===== config.mk =====
export PLATFORM = sky130hd
export DESIGN_NAME = lsu_ctrl
export DESIGN_NICKNAME = d
export VERILOG_FILES = /design/src/rtl/lsu_pkg.sv /design/src/rtl/lsu_ctrl.sv
export SDC_FILE = /design/constraint.sdc
export NUM_CORES = 1
export LEC_CHECK = 0
export ABC_AREA = 1
export CAP_MARGIN = 20
export CORE_MARGIN = 2
export CORE_UTILIZATION = 33
export DETAILED_ROUTE_END_ITERATION = 16
export PLACE_DENSITY = 0.61
export SYNTH_ARGS = -nofsm -noshare
export SYNTH_HDL_FRONTEND = slang
export SYNTH_SLANG_ARGS = --single-unit

===== constraint.sdc =====
create_clock -name clk -period 4 [get_ports clk]
set_input_delay 0.8 -clock clk [delete_from_list [all_inputs] [get_ports clk]]
set_output_delay 0.8 -clock clk [all_outputs]
set_load 0.005 [all_outputs]

===== src/rtl/lsu_pkg.sv =====
// lsu_pkg: shared types for the load/store sequencer.
//   mem_size_t : access width of a load/store (BYTE, HALF_WORD, WORD).
package lsu_pkg;

    typedef enum logic [1:0] {
        BYTE      = 2'b00,
        HALF_WORD = 2'b01,
        WORD      = 2'b10
    } mem_size_t;

endpackage


===== src/rtl/lsu_ctrl.sv =====
// lsu_ctrl: load/store sequencer between the EX/MEM stage and the data-memory
// bus. Runs one valid/ready request (plus a response for loads) per memory
// instruction, forms byte enables and lane-replicated store data, aligns and
// extends load data, and stalls the pipeline until the access completes.
//
// Optional feature macro: LSU_MISALIGN_TRAP_EN
//   defined   : misaligned HALF_WORD/WORD accesses skip the bus and pulse
//               misalign_err together with ld_valid (ld_data = 0).
//   undefined : misalign_err is tied to 0 and the low address bits that do
//               not fit the access size are ignored.
//
// Ports:
//   clk, reset                  clock, async active-high reset
//   dmem_req/wr_en/size/zero_extend/addr/wdata   decoded memory controls
//   lsu_stall                   combinational pipeline hold
//   ld_valid, ld_data           one-cycle completion pulse and load result
//   misalign_err                one-cycle trap pulse (trap build only)
//   mem_req_valid/ready, mem_addr, mem_we, mem_be, mem_wdata   bus request
//   mem_rsp_valid, mem_rdata    bus load response
//
// state | meaning
// IDLE  | waiting for dmem_req; captures access attributes
// REQ   | mem_req_valid high, bus fields held until handshake
// RSP   | load accepted, waiting for mem_rsp_valid
// DONE  | ld_valid pulse; pipeline advances on this edge
module lsu_ctrl
    import lsu_pkg::*;
#(
    parameter int ADDR_W = 32
) (
    input  logic              clk,
    input  logic              reset,
    input  logic              dmem_req,
    input  logic              dmem_wr_en,
    input  mem_size_t         dmem_size,
    input  logic              dmem_zero_extend,
    input  logic [ADDR_W-1:0] dmem_addr,
    input  logic [31:0]       dmem_wdata,
    output logic              lsu_stall,
    output logic              ld_valid,
    output logic [31:0]       ld_data,
    output logic              misalign_err,
    output logic              mem_req_valid,
    input  logic              mem_req_ready,
    output logic [ADDR_W-1:0] mem_addr,
    output logic              mem_we,
    output logic [3:0]        mem_be,
    output logic [31:0]       mem_wdata,
    input  logic              mem_rsp_valid,
    input  logic [31:0]       mem_rdata
);

    typedef enum logic [1:0] {
        IDLE = 2'b00,
        REQ  = 2'b01,
        RSP  = 2'b10,
        DONE = 2'b11
    } state_t;

    state_t            r_state;
    state_t            w_state_nxt;

    logic [1:0]        r_off;
    mem_size_t         r_size;
    logic              r_zx;
    logic              r_we;

    logic              r_mem_req_valid;
    logic [ADDR_W-1:0] r_mem_addr;
    logic              r_mem_we;
    logic [3:0]        r_mem_be;
    logic [31:0]       r_mem_wdata;
    logic              r_ld_valid;
    logic [31:0]       r_ld_data;

    logic              w_accept;
    logic              w_trap;
    logic [3:0]        w_be;
    logic [31:0]       w_wdata;
    logic [1:0]        w_rd_off;
    logic [31:0]       w_rd_shift;
    logic [31:0]       w_ld_ext;

    assign w_accept = (r_state == IDLE) && dmem_req;

`ifdef LSU_MISALIGN_TRAP_EN
    logic w_misalign;
    logic r_misalign_err;

    always_comb begin
        w_misalign = 1'b0;
        if (dmem_size == HALF_WORD)
            w_misalign = dmem_addr[0];
        else if (dmem_size == WORD)
            w_misalign = (dmem_addr[1:0] != 2'b00);
    end

    assign w_trap = w_misalign;

    always_ff @(posedge clk or posedge reset) begin
        if (reset)
            r_misalign_err <= 1'b0;
        else
            r_misalign_err <= w_accept && w_trap;
    end

    assign misalign_err = r_misalign_err;
`else
    assign w_trap       = 1'b0;
    assign misalign_err = 1'b0;
`endif

    // Byte enables and replicated store data from the live request.
    always_comb begin
        w_be    = 4'b1111;
        w_wdata = dmem_wdata;
        case (dmem_size)
            BYTE: begin
                w_be    = 4'b0001 << dmem_addr[1:0];
                w_wdata = {4{dmem_wdata[7:0]}};
            end
            HALF_WORD: begin
                w_be    = dmem_addr[1] ? 4'b1100 : 4'b0011;
                w_wdata = {2{dmem_wdata[15:0]}};
            end
            default: begin
                w_be    = 4'b1111;
                w_wdata = dmem_wdata;
            end
        endcase
    end

    // Load alignment uses the captured offset; halfwords drop addr[0] and
    // words drop both bits so misaligned accesses behave like aligned ones.
    always_comb begin
        w_rd_off = 2'b00;
        case (r_size)
            BYTE:      w_rd_off = r_off;
            HALF_WORD: w_rd_off = {r_off[1], 1'b0};
            default:   w_rd_off = 2'b00;
        endcase
        w_rd_shift = mem_rdata >> {w_rd_off, 3'b000};
        case (r_size)
            BYTE:      w_ld_ext = r_zx ? {24'b0, w_rd_shift[7:0]}
                                       : {{24{w_rd_shift[7]}}, w_rd_shift[7:0]};
            HALF_WORD: w_ld_ext = r_zx ? {16'b0, w_rd_shift[15:0]}
                                       : {{16{w_rd_shift[15]}}, w_rd_shift[15:0]};
            default:   w_ld_ext = w_rd_shift;
        endcase
    end

    always_ff @(posedge clk or posedge reset) begin
        if (reset)
            r_state <= IDLE;
        else
            r_state <= w_state_nxt;
    end

    always_comb begin
        w_state_nxt = r_state;
        lsu_stall   = 1'b0;
        case (r_state)
            IDLE: begin
                lsu_stall = dmem_req;
                if (dmem_req)
                    w_state_nxt = w_trap ? DONE : REQ;
            end
            REQ: begin
                lsu_stall = 1'b1;
                if (mem_req_ready)
                    w_state_nxt = r_we ? DONE : RSP;
            end
            RSP: begin
                lsu_stall = 1'b1;
                if (mem_rsp_valid)
                    w_state_nxt = DONE;
            end
            default: begin
                lsu_stall   = 1'b0;
                w_state_nxt = IDLE;
            end
        endcase
    end

    always_ff @(posedge clk or posedge reset) begin
        if (reset) begin
            r_off           <= 2'b00;
            r_size          <= BYTE;
            r_zx            <= 1'b0;
            r_we            <= 1'b0;
            r_mem_req_valid <= 1'b0;
            r_mem_addr      <= '0;
            r_mem_we        <= 1'b0;
            r_mem_be        <= 4'b0000;
            r_mem_wdata     <= 32'h0;
            r_ld_valid      <= 1'b0;
            r_ld_data       <= 32'h0;
        end else begin
            r_ld_valid <= (w_state_nxt == DONE);
            if (w_accept) begin
                r_off  <= dmem_addr[1:0];
                r_size <= dmem_size;
                r_zx   <= dmem_zero_extend;
                r_we   <= dmem_wr_en;
                if (w_trap) begin
                    r_ld_data <= 32'h0;
                end else begin
                    r_mem_req_valid <= 1'b1;
                    r_mem_addr      <= {dmem_addr[ADDR_W-1:2], 2'b00};
                    r_mem_we        <= dmem_wr_en;
                    r_mem_be        <= w_be;
                    r_mem_wdata     <= w_wdata;
                end
            end
            if ((r_state == REQ) && mem_req_ready)
                r_mem_req_valid <= 1'b0;
            if ((r_state == RSP) && mem_rsp_valid)
                r_ld_data <= w_ld_ext;
        end
    end

    assign mem_req_valid = r_mem_req_valid;
    assign mem_addr      = r_mem_addr;
    assign mem_we        = r_mem_we;
    assign mem_be        = r_mem_be;
    assign mem_wdata     = r_mem_wdata;
    assign ld_valid      = r_ld_valid;
    assign ld_data       = r_ld_data;

endmodule


==> run metrics, run 1 <==
simple-gate portion of the synthesized area 30.3%; final setup vio count 0; gr usage total 19.0%; pwr/cell area 727 nW/µm²; top cells by area, synth dfrtp_1, nand2_1, inv_1, nand3_1, a21oi_1; Worst R2R Path Depth 8; dominant synthesized flop cell dfrtp_1; crit-path max cell delay 0.52 ns; Worst-path clk slew 0.08 ns; Worst Skew 0.00543 ns; CTS Buffer Depth 2; grt ovf 0; Syn Area/Cell 7.88 µm²; CTS buffer count 9; Die ar. 17400 µm²; CTS tree yes; post-synth top area share 50.0%; status complete, no violations; compound-cell area share of the yosys netlist 9.88%; Layout Nets 983; Clk Latency, worst-skew pair 0.36 ns; Max-Cap Viols 0; core area 15900 µm²; Synth area leader dfrtp_1; CP arrival 2.10 ns; worst vdd ir 0.330 mV; reg-to-reg setup timing slack 1.31 ns; Setup TNS Final 0 ns; reg2reg end ld_data[28]$_DFFE_PP0P_; crit end category output pin; DIE WIDTH 132 µm; num rows 46; Hold Path Stages 2; RSZ-0062 raised after global routing no; top layer used by detailed routing met4; Slowest cell on crit path clkdlybuf4s50_1; met2 WL 7.22 mm; Synth Area in XOR/XNOR 0%; Worst slew margin 51.3%; Crit path required time 3.20 ns; # DRC 0; mux cell area share after synthesis 0%; CTS Root Cell clkbuf_16; asr flop ratio synth 100%; crit path launch dmem_req; Achievable Freq 344 MHz; Tightest Hold Check Type flip-flop to flip-flop; drt first pass iters 5; Seq/Total Area, Yosys 50.0%; post-layout min period 2.90 ns; HP Start mem_addr[26]$_DFFE_PP0P_; DP Area 7590 µm²; r2r startpoint r_size[1]$_DFFE_PP0P_; Initial Utilization 33.9%; fin crit share 72.6%; first-pass GRT wire length 26.5 mm; Distinct cells, synth 27; WS Path Type input port to output pin; Via Count 5040; post-route antenna net violation count 0; Initial DRC Count 377; htree depth 3; Ports 210; number of synthesized flops with an enable pin 0; Gate Count Post-Synth 686; largest family of logic cells by synthesized area simple AND/OR/NAND/NOR gates; routability cong. 0.824; final hold vios 0; CP startpoint kind input port; Post-CTS Setup Bufs 0; total power 5.75 mW; WL final 16.4 mm; layout cells sized above 1 8.42%; Slew Limit Fails 0; Die Ht 132 µm; # fillers 1564; Routed wire per std cell 15.0 µm; Synth Area in Adders 0.926%; Worst Path Max Fanout 2; Syn-to-layout area delta 46.4%; Synth Cell Area 5410 µm²; largest net degree at the start of global routing 73; Syn. warnings 0; hold worst-path end mem_addr[26]$_DFFE_PP0P_; Post-CTS Hold Fix Bufs 0; Port Buf Inserts 206; Slew @ Worst Pin 0.730 ns; M1 wire length 7.32 mm; critical path cell sequence clkdlybuf4s50_1, nand2_2, inv_2, nor2_1, nor2_1, clkdlybuf4s50_1; initial antenna violation count 0; vias in the first global route 4963; finished layout cell area 7910 µm²; WL met3 1.58 mm; HPWL after DPL 11.6 mm; post-cts sizing count 0; #FFs+latches synth 108; antenna cell count 0; Leakage 3.80 nW; Sink Count 108; DR vias/cell 4.60
## cell families (layout without fill, tap and decap cells)
family	Yosys count	after routing
other cells	1	3
compound gates	97	97
simple gates	368	368
flops	108	108
buf+inv	108	299
fa+ha+maj	4	4
## cells in the mapped netlist, drive strengths merged, types with 4 or more instances
master,count
a21oi,46
a31oi,8
buf,18
clkbuf,20
dfrtp,108
ha,4
inv,70
nand2,248
nand3,65
nor2,37
o211ai,4
o21ai,38
or2,16
## routing by layer
| layer | vias up | global-route usage [%] |
|---|---|---|
| li1 | 2521 | - |
| met1 | 2315 | 25.4 |
| met2 | 186 | 28.8 |
| met3 | 18 | 6.84 |
| met4 | 0 | 6.10 |
| met5 | - | 0 |
## worst max-delay path: cells and delay by family
family                 cells  cell delay (ns)
buffers and inverters      3             1.06
AND/OR/NAND/NOR            3             0.23
## layout make-up
| type | instances | area, µm² | share of cell area, % |
|---|---|---|---|
| Inverter | 70 | 265 | 3.35 |
| Multi-Input combinational cell | 472 | 2240 | 28.3 |
| Tap cell | 216 | 270 | 3.42 |
| Clock inverter | 7 | 97.6 | 1.23 |
| Timing Repair Buffer | 213 | 2110 | 26.7 |
| Sequential cell | 108 | 2700 | 34.2 |
| Clock buffer | 9 | 225 | 2.85 |
## metrics by stage
step           setup slack (ns)  utilization [%]  hold WS, ns  cells
2_1_floorplan             0.354                -        0.472    688
3_3_place_gp               1.08             47.6        0.461   1079
3_5_place_dp               1.07             47.6        0.465   1079
4_1_cts                    1.07             49.6        0.485   1095
5_1_grt                    1.01             49.6        0.501   1095
6_report                   1.10             49.6        0.483   1095
## sequential cells by signal, indices dropped and copies added (netlist names)
register	flops
ld_data	32
r_size	2
r_state	2
mem_we	1
mem_addr	30
r_zx	1
mem_req_valid	1
mem_wdata	32
r_off	2
mem_be	4
ld_valid	1
## power by group
group | leakage (nW) | total, mW | switching (mW) | internal [mW]
clock network | 0.152 | 0.989 | 0.436 | 0.553
logic | 2.35 | 2.77 | 1.31 | 1.46
registers | 1.29 | 1.99 | 0.363 | 1.63
total | 3.80 | 5.75 | 2.11 | 3.64
## layout by cell type (no fill, tap or decap), types with 7 or more instances in the layout
cell type        synthesis  final
nand3_1                 47     47
inv_1                   67     66
nand2_1                246    245
clkbuf_16                0      9
nor2_1                  34     34
o21ai_0                 38     38
a31oi_1                  8      8
clkdlybuf4s50_1          0    206
nand3_2                 16     16
or2_2                   16     16
a21oi_2                  7      7
dfrtp_1                108    108
buf_4                    4      7
a21oi_1                 39     39
## worst max-delay path by stage
stage | end | slack (ns) | cells past startpoint
global route | lsu_stall | 1.01 | 6
detailed placement | lsu_stall | 1.07 | 6
CTS | lsu_stall | 1.07 | 6
global placement | lsu_stall | 1.08 | 6
finish | lsu_stall | 1.10 | 6
floorplan | ld_data[0]$_DFFE_PP0P_ | 0.35 | 1
(Power assumes the default switching activity.)
==> run 2: changes to the inputs <==
Settings changed: PLACE_DENSITY 0.61 to 0.64.
Clock period 4 ns to 2.5 ns, I/O delays scaled along.
==> run 2 against run 1 <==
Compared with the run above:
- global-route usage fell by 0.65 points
- routed wire length decreased by 2.8%
- register-to-register slack worse by 0.79 ns
- clock power up 40%
- clock skew hardly changed
- core utilization grew 0.12 points
- critical endpoint unchanged
==> run metrics, run 2 (synthesized netlist as in run 1, its figures left out) <==
largest net degree at the start of global routing 73 (unchanged); Initial Utilization 33.9% (unchanged); Switching Fraction 36.9% (+0.19 points); # fillers 1587 (+1.5%); DR vias/cell 4.59 (-0.25%); clock group share of total power 15.2% (-2.0 points); NetSw 3.33 mW (+58%); Placed Cells 1085 (+0.56%); reg-to-reg setup timing slack 0.52 ns (-0.79 ns); Via Count 5055 (+0.30%); Die ar. 17400 µm² (unchanged); WL final 16.0 mm (-2.8%); drt first pass iters 5 (unchanged); most frequent cells in the layout nand2_1, clkdlybuf4s50_1, dfrtp_1, inv_1, nand3_1; Slowest cell on crit path clkdlybuf4s50_1; finished layout cell area 7930 µm² (+0.24%); DP Area 7650 µm² (+0.77%); Initial DRC Count 360 (-4.5%); Tightest Hold Check Type flip-flop to flip-flop; Slew @ Worst Pin 0.738 ns (+0.00774 ns); # DRC 0 (unchanged); WS Path Type flip-flop to output pin; Worst Skew 0.00560 ns (+0.000174 ns); crit end category output pin; pwr/cell area 1140 nW/µm² (+57%); worst vdd ir 0.557 mV (+69%); internal power 5.70 mW (+57%); core area 15900 µm² (unchanged); CTS Buffer Depth 2 (unchanged); DIE WIDTH 132 µm (unchanged); area of the multi-input gates 2240 µm² (+0.11%); CP arrival 1.86 ns (-0.24 ns); Achievable Freq 424 MHz; Slew Limit Fails 0 (unchanged); Clk Latency, worst-skew pair 0.35 ns (about the same); CTS tree yes; final hold vios 0 (unchanged); CTS Root Cell clkbuf_16; post-route antenna net violation count 0 (unchanged); Crit path top cell by count nor2_1; Sink Count 108 (unchanged); Crit path required time 2.00 ns (-1.20 ns); HP Start mem_addr[20]$_DFFE_PP0P_; Layout Nets 989 (+0.61%); Worst Path Max Fanout 4 (+2); Reg power frac 34.4% (-0.2 points); Syn-to-layout area delta 46.7%; vias in the first global route 4904 (-1.2%); total power 9.03 mW (+57%); Die Ht 132 µm (unchanged); Core Util, Final 49.7% (+0.12 points); final setup vio count 0 (unchanged); status complete, no violations; most common cell after layout, fill and taps aside nand2_1; Setup TNS Final 0 ns (unchanged); initial antenna violation count 1 (+1); Worst slew margin 50.8% (-0.52 points); RSZ-0062 raised after global routing no; Hold Path Stages 2 (unchanged); reg2reg end mem_wdata[21]$_DFFE_PP0P_; Routed wire per std cell 14.5 µm (-3.4%); layout cells sized above 1 8.93% (+0.51 points); CP startpoint kind flip-flop; critical path cell sequence inv_1, ha_2, nand2_2, inv_2, nor2_1, nor2_1, clkdlybuf4s50_1; hold worst-path end mem_addr[20]$_DFFE_PP0P_; Worst-path clk slew 0.07 ns (about the same); grt ovf 0 (unchanged); Max-Cap Viols 0 (unchanged); routability cong. 0.849 (+3.1%); htree depth 3 (unchanged); FF+latch area 2700 µm² (unchanged); num rows 46 (unchanged); gr usage total 18.4% (-0.65 points); antenna cell count 0 (unchanged); fin crit share 94.2%; r2r startpoint r_state[0]$_DFF_PP0_; Post-Layout Cell Count 1101 (+0.55%); first-pass GRT wire length 25.7 mm (-2.7%); Ports 210 (unchanged); Leakage 3.81 nW (+0.25%); Port Buf Inserts 206 (unchanged); CTS buffer count 9 (unchanged); Worst R2R Path Depth 9 (+1); Comb power frac 50.3% (+2.1 points); post-layout min period 2.36 ns; HPWL after DPL 11.3 mm (-1.9%); crit-path max cell delay 0.53 ns (about the same)
run 2: changes by cell type in the layout (fill, tap and decap cells not counted), sizes merged:
cell    delta
bufinv     -2
clkinv     +1
buf        +6
clkbuf     +3
inv        -2
run 2: worst max-delay path: cells and delay by family (launching register included):
family | cells | cell delay, ns
flops | 1 | 0.41
buf+inv | 3 | 0.71
fa+ha+maj | 1 | 0.22
simple gates | 3 | 0.16
run 2: routing by layer:
layer	part of all wire, %	vias to the layer above	routed length, µm	GRT usage, %
met2	45	180	7260	28.1
met5	0	-	0	0
met1	45	2327	7140	24.5
li1	-	2530	-	-
met4	1.5	0	242	6.70
met3	8.3	18	1330	5.77
run 2: repair_timing:
action	4_1_cts	5_1_grt
setup endpoints to repair	0	1
hold buffers	0	0
gates resized for setup	0	1
setup buffers	0	0
run 2: worst max-delay path by stage:
stage,depth (start not counted),endpoint,from,slack [ns]
2_1_floorplan,1,ld_data[0]$_DFFE_PP0P_,reset,0.70
3_3_place_gp,6,lsu_stall,dmem_req,0.23
3_5_place_dp,6,lsu_stall,dmem_req,0.22
4_1_cts,7,lsu_stall,r_state[0]$_DFF_PP0_,0.09
5_1_grt,7,lsu_stall,r_state[0]$_DFF_PP0_,0.02
6_report,7,lsu_stall,r_state[0]$_DFF_PP0_,0.14
run 2: through the flow:
stage                     setup WS (ns)  hold WS, ns
after detailed placement          0.222        0.464
after global routing             0.0213        0.494
after floorplan                   0.698        0.472
after global placement            0.231        0.462
final                             0.144        0.479
after CTS                        0.0932        0.485
run 2: layout make-up:
cell class,count,area share [%]
Clock inverter,4,0.426
Sequential cell,108,34.1
Inverter,70,3.36
Clock buffer,12,3.11
Multi-Input combinational cell,472,28.2
Tap cell,216,3.41
Timing Repair Buffer,219,27.4
run 2: power by group through the flow:
| stage | registers, mW | clock network (mW) | logic [mW] |
|---|---|---|---|
| 6_report | 3.11 | 1.38 | 4.55 |
| 5_1_grt | 3.22 | 1.48 | 5.07 |
| 4_1_cts | 3.12 | 1.42 | 4.61 |
| 3_5_place_dp | 3.11 | 0 | 4.60 |
| 3_3_place_gp | 3.14 | 0 | 4.55 |
| 2_1_floorplan | 3.13 | 0 | 2.25 |
==> run 3: changes to the inputs <==
Settings changed: SKIP_LAST_GASP set to 1.
==> results of run 3 <==
Final layout, timing and power as in run 2 (identical DEF).
